## config.mk

```make
export PLATFORM = sky130hd
export DESIGN_NAME = pc_sequencer
export DESIGN_NICKNAME = d
export VERILOG_FILES = /design/src/rtl/pc_seq_pkg.sv /design/src/rtl/pc_seq_next_sel.sv /design/src/rtl/pc_sequencer.sv
export SDC_FILE = /design/constraint.sdc
export NUM_CORES = 1
export LEC_CHECK = 0
export ABC_CLOCK_PERIOD_IN_PS = 3400
export BUFFER_PORTS_ARGS = -buffer_cell sky130_fd_sc_hd__buf_2
export CAP_MARGIN = 20
export CORE_UTILIZATION = 50
export DETAILED_ROUTE_END_ITERATION = 6
export PLACE_DENSITY_LB_ADDON = 0.2
export SYNTH_ARGS = -nofsm -noshare
export SYNTH_HDL_FRONTEND = slang
export SYNTH_SLANG_ARGS = --single-unit
```

## constraint.sdc

```tcl
create_clock -name clk -period 3.4 [get_ports clk]
set_input_delay 0.17 -clock clk [delete_from_list [all_inputs] [get_ports clk]]
set_output_delay 0.17 -clock clk [all_outputs]
set_load 0.03 [all_outputs]
```

## src/rtl/pc_seq_pkg.sv

```systemverilog
// Shared types and default parameters for the PC sequencer and its next-PC selector.
package pc_seq_pkg;

    typedef enum logic [1:0] {
        BOOT  = 2'd0,
        FETCH = 2'd1,
        ISSUE = 2'd2,
        FLUSH = 2'd3
    } state_e;

    localparam int unsigned XLEN_DEF         = 32;
    localparam logic [31:0] RESET_VECTOR_DEF = 32'h0000_0000;
    localparam logic [31:0] TRAP_VECTOR_DEF  = 32'h0000_0100;
    localparam int unsigned PC_INC_DEF       = 4;

endpackage

```

## src/rtl/pc_seq_next_sel.sv

```systemverilog
// pc_next_sel: combinational priority mux for next_pc (boot > trap > redirect > increment).
// With ALIGN_CHECK_EN a misaligned redirect becomes a trap; otherwise the low target bits are cleared.
module pc_next_sel
    import pc_seq_pkg::*;
#(
    parameter int unsigned     XLEN         = XLEN_DEF,
    parameter logic [XLEN-1:0] RESET_VECTOR = RESET_VECTOR_DEF,
    parameter logic [XLEN-1:0] TRAP_VECTOR  = TRAP_VECTOR_DEF,
    parameter int unsigned     PC_INC       = PC_INC_DEF
) (
    input  logic            boot_i,
    input  logic            trap_i,
    input  logic            redirect_i,
    input  logic [XLEN-1:0] target_i,
    input  logic [XLEN-1:0] pc_i,
    output logic [XLEN-1:0] next_pc_o,
    output logic            align_trap_o
);

    always_comb begin
        align_trap_o = 1'b0;
        // Increment wraps naturally in XLEN bits.
        next_pc_o    = pc_i + XLEN'(PC_INC);
        if (boot_i) begin
            next_pc_o = RESET_VECTOR;
        end else if (trap_i) begin
            next_pc_o = TRAP_VECTOR;
        end else if (redirect_i) begin
`ifdef ALIGN_CHECK_EN
            if (target_i[1:0] != 2'b00) begin
                next_pc_o    = TRAP_VECTOR;
                align_trap_o = 1'b1;
            end else begin
                next_pc_o = target_i;
            end
`else
            next_pc_o = target_i & ~XLEN'(3);
`endif
        end
    end

endmodule

```

## src/rtl/pc_sequencer.sv

```systemverilog
// pc_sequencer: fetch-side controller driving pc_write/next_pc, instruction fetch and decode handoff.
// Optional feature macro ALIGN_CHECK_EN: misaligned branch targets trap and set a sticky misalign flag.
module pc_sequencer
    import pc_seq_pkg::*;
#(
    parameter int unsigned     XLEN         = XLEN_DEF,
    parameter logic [XLEN-1:0] RESET_VECTOR = RESET_VECTOR_DEF,
    parameter logic [XLEN-1:0] TRAP_VECTOR  = TRAP_VECTOR_DEF,
    parameter int unsigned     PC_INC       = PC_INC_DEF
) (
    input  logic            clk,
    input  logic            reset_n,
    input  logic [XLEN-1:0] pc,
    output logic            pc_write,
    output logic [XLEN-1:0] next_pc,
    output logic            imem_req,
    output logic [XLEN-1:0] imem_addr,
    input  logic            imem_ack,
    output logic            instr_valid,
    input  logic            instr_ready,
    input  logic            stall,
    input  logic            branch_taken,
    input  logic [XLEN-1:0] branch_target,
    input  logic            trap_req,
    output logic [XLEN-1:0] epc,
    output logic            misalign
);

    state_e          state_q, state_d;
    logic            req_q, req_d;
    logic [XLEN-1:0] addr_q, addr_d;
    logic [XLEN-1:0] epc_q, epc_d;
    logic            boot, trap_acc, hshake, pc_write_raw, align_trap, launch;
    logic [XLEN-1:0] sel_pc;

    assign boot         = (state_q == BOOT);
    assign trap_acc     = trap_req && !boot;
    assign hshake       = (state_q == ISSUE) && instr_ready && !stall;
    assign pc_write_raw = boot || trap_acc || hshake;

    pc_next_sel #(
        .XLEN        (XLEN),
        .RESET_VECTOR(RESET_VECTOR),
        .TRAP_VECTOR (TRAP_VECTOR),
        .PC_INC      (PC_INC)
    ) u_next_sel (
        .boot_i      (boot),
        .trap_i      (trap_acc),
        .redirect_i  (hshake && branch_taken),
        .target_i    (branch_target),
        .pc_i        (pc),
        .next_pc_o   (sel_pc),
        .align_trap_o(align_trap)
    );

    // Held low while reset is asserted even though the state already reads BOOT.
    assign pc_write    = reset_n && pc_write_raw;
    assign next_pc     = sel_pc;
    assign imem_req    = req_q;
    assign imem_addr   = addr_q;
    assign instr_valid = (state_q == ISSUE);
    assign epc         = epc_q;

    always_comb begin
        state_d = state_q;
        req_d   = req_q;
        addr_d  = addr_q;
        epc_d   = epc_q;
        launch  = 1'b0;

        case (state_q)
            BOOT:  state_d = FETCH;
            FETCH: begin
                if (trap_acc)      state_d = imem_ack ? FETCH : FLUSH;
                else if (imem_ack) state_d = ISSUE;
            end
            ISSUE: if (trap_acc || hshake) state_d = FETCH;
            FLUSH: if (imem_ack) state_d = FETCH;
        endcase

        if (trap_acc || align_trap) epc_d = pc;

        // A new request starts on every entry into FETCH; a trap in FETCH without ack keeps
        // the outstanding request alive at its old address until the memory answers.
        launch = (state_d == FETCH) && ((state_q != FETCH) || imem_ack);
        if (launch) begin
            req_d  = 1'b1;
            addr_d = pc_write_raw ? sel_pc : pc;
        end else if (imem_ack) begin
            req_d  = 1'b0;
        end
    end

    always_ff @(posedge clk or negedge reset_n) begin
        if (!reset_n) begin
            state_q <= BOOT;
            req_q   <= 1'b0;
            addr_q  <= '0;
            epc_q   <= '0;
        end else begin
            state_q <= state_d;
            req_q   <= req_d;
            addr_q  <= addr_d;
            epc_q   <= epc_d;
        end
    end

`ifdef ALIGN_CHECK_EN
    logic mis_q;

    always_ff @(posedge clk or negedge reset_n) begin
        if (!reset_n)        mis_q <= 1'b0;
        else if (align_trap) mis_q <= 1'b1;
    end

    assign misalign = mis_q;
`else
    assign misalign = 1'b0;
`endif

endmodule

```

==> summary.txt <==
Worst path max stage delay = 620 ps
Ratio of cells with drive above 1 in the final layout = 36.6%
Clock Power Share = 24.7%
Ant. Diodes = 0
Largest net degree at the start of global routing = 36
Reg-to-reg slack, setup = 1040 ps
Clk_skew = 9.58 ps
Drt pass-1 iters = 5
Final hold slack = 52.5 ps
Pins over their slew limit = 0
Ys async rst share = 100%
First-pass GRT wire length = 21900 um
GRT overflow = 0
Reg2reg start = state_q[1]
Gpl congestion = 0.904
GRT Total Usage = 31.7%
CP startpoint kind = register
CTS tree = built
CP Class = reg -> out
DP HPWL = 10000 um
Relative slew slack = 43.7%
Post-synth EDFFs = 0
CTS clk-pin slew, worst paths = 70 ps
Multi-input logic area = 0.00252 sq mm
Fin Setup TNS = 0 ps
CP Depth = 5
H-tree Lvls = 3
Fin. Hold Viols = 0
Die width = 95.5 um
Status = completed
Via density per instance = 6.21
Post-CTS setup buffers = 0
Post-synthesis register bit count = 67
Die ar. = 0.00913 sq mm
Final WL = 14300 um
Sw Pwr = 0.000980 W
Maximum VDD drop = 0.278 mV
Max_cap viols = 0
Bufs on Longest Clock Path = 2
CTS hold repair buffers = 1
Top FF cell, synth = dfrtp_1
Pwr per Cell Area = 450 mW/mm^2
Post-synth top cells = dfrtp_1, nand2_1, o21ai_0, clkbuf_1, nor2_1
Final ANT Viol Nets = 0
TritonCTS Sinks = 67
Synth top area cells = dfrtp_1, mux2_2, o21ai_0, nand2_1, clkbuf_1
Reg2reg path depth = 6
PortBufs = 167
Synth warnings = 0
Cts bufs inserted = 9
Starting Density = 52.4%
Hold Path Class = in -> reg
Synth Area per Inst = 8.78 sq um
Comb pwr share = 35.5%
Most frequent cell after synthesis = dfrtp_1
Mapped Cells = 498
Layout fillers = 740
Unique cell type count in the Yosys netlist = 66
Reg area = 0.00168 sq mm
Sw Ratio = 39.7%
Final Setup Violations = 0
Final min period = 2860 ps
Layout overhead on the synthesized area = 25.6%
Wirelength per Cell = 19.0 um
Slew @ Worst Pin = 843 ps
Boundary Pins = 171
Cells along the critical path = nor4bb_4, nand2_2, buf_4, a211oi_1, buf_2
Post-synthesis sequential area ratio = 38.3%
Net Count, Synth = 570
Slowest CP cell = dfrtp_1
Top delay family on crit path = simple AND/OR/NAND/NOR gates
Num rows = 33
Crit end category = primary output
Max Clk Rate = 350 MHz
Worst flop-to-flop path endpoint = imem_addr[27]
Post-CTS Resized = 0
Tcrit/Tclk final = 84.0%
Via count = 4673
Synth area leader = dfrtp_1
Critical path data arrival time = 2690 ps
Register share of total power = 39.7%
Antenna violations before repair = 0
RSZ-0062 raised after global routing = no
Syn Std Cell Area = 0.00437 sq mm
Leakage Power = 2.49 nW
Worst Path Max Fanout = 34
WHS Path Cells = 2
Worst Hold Endpoint = imem_req
Top-area cell type share of the netlist area = 38.3%
Clock Latency Late Sink = 350 ps
Clk root buf = clkbuf_8
Hold path startpoint = imem_ack
Nets = 716
Drt initial violations = 326
Core ar. = 0.00834 sq mm
Die Ht = 95.5 um
Vias in the first global route = 4326
DRC viols = 0
WP buf/inv = 2
P_int = 0.00149 W
Worst EP required = 3230 ps
-- registers in the layout, indices dropped and copies added (netlist names) --
| register | count |
|---|---|
| state_q | 2 |
| imem_req | 1 |
| imem_addr | 32 |
| epc | 32 |
-- power by group through the flow --
stage / Sequential [W] / Combinational [W] / Clock [W]
after floorplan: 0.00121 / 0.000344 / 0
after global placement: 0.000989 / 0.000855 / 0
after detailed placement: 0.000995 / 0.000870 / 0
after CTS: 0.000980 / 0.000873 / 0.000613
after global routing: 0.000995 / 0.000934 / 0.000653
final: 0.000982 / 0.000878 / 0.000611
-- kinds of logic after synthesis --
family          after synthesis  synth area share [%]
xor+xnor                     25                  5.01
buf+inv                      52                  4.89
simple gates                163                  19.3
mux                          34                  8.61
fa+ha+maj                     1                 0.286
compound gates              155                  23.5
other cells                   1                0.0857
flops                        67                  38.3
-- through the flow --
| step | std cells | setup WS, ps | cell area [sq um] | utilization, % | total power (W) |
|---|---|---|---|---|---|
| after floorplan | 498 | 950 | 4370 | - | 0.00155 |
| after global placement | 736 | 930 | 5290 | 63.4 | 0.00184 |
| after detailed placement | 736 | 878 | 5290 | 63.4 | 0.00186 |
| after CTS | 751 | 562 | 5470 | 65.5 | 0.00247 |
| after global routing | 752 | 400 | 5490 | 65.9 | 0.00258 |
| final | 752 | 543 | 5490 | 65.9 | 0.00247 |
-- placed cells by master (no fill, tap or decap), types with 6 or more instances in the layout --
cell      Yosys  layout
a211oi_1     14      14
a21oi_1      26      26
a22o_1        7       7
a22oi_1      11      11
and2_1        8       8
buf_2         6     166
buf_4         1      14
clkbuf_8      0      11
dfrtp_1      67      67
mux2_2       29      29
nand2_1      47      46
nand3_1      16      16
nand4_1      12      12
nor2_1       32      32
nor3_1       10      10
nor4_1        7       6
o211ai_1      6       6
o21ai_0      42      42
xnor2_1      12      12
xor2_1       13      13
-- per-layer routing --
layer | part of all wire (%) | GRT usage [%] | vias to the layer above
li1 | - | - | 2138
met1 | 41 | 40.6 | 2250
met2 | 49 | 53.4 | 262
met3 | 8.5 | 5.66 | 23
met4 | 1.9 | 11.6 | 0
met5 | 0 | 0 | -
-- worst max-delay path by stage --
stage	to	from
floorplan	next_pc[21]	pc[4]
global placement	next_pc[30]	pc[2]
detailed placement	next_pc[30]	pc[2]
CTS	next_pc[30]	state_q[1]
global route	next_pc[30]	state_q[1]
finish	next_pc[21]	state_q[1]
-- final cells by class --
class	instances	share of cell area, %
clock buffers	12	2.82
clock inverters	2	0.228
inverters	5	0.342
multi-input cells	379	46.0
flip-flops and latches	67	30.5
well taps	105	2.39
repair buffers	182	17.7
(Power assumes the default switching activity.)
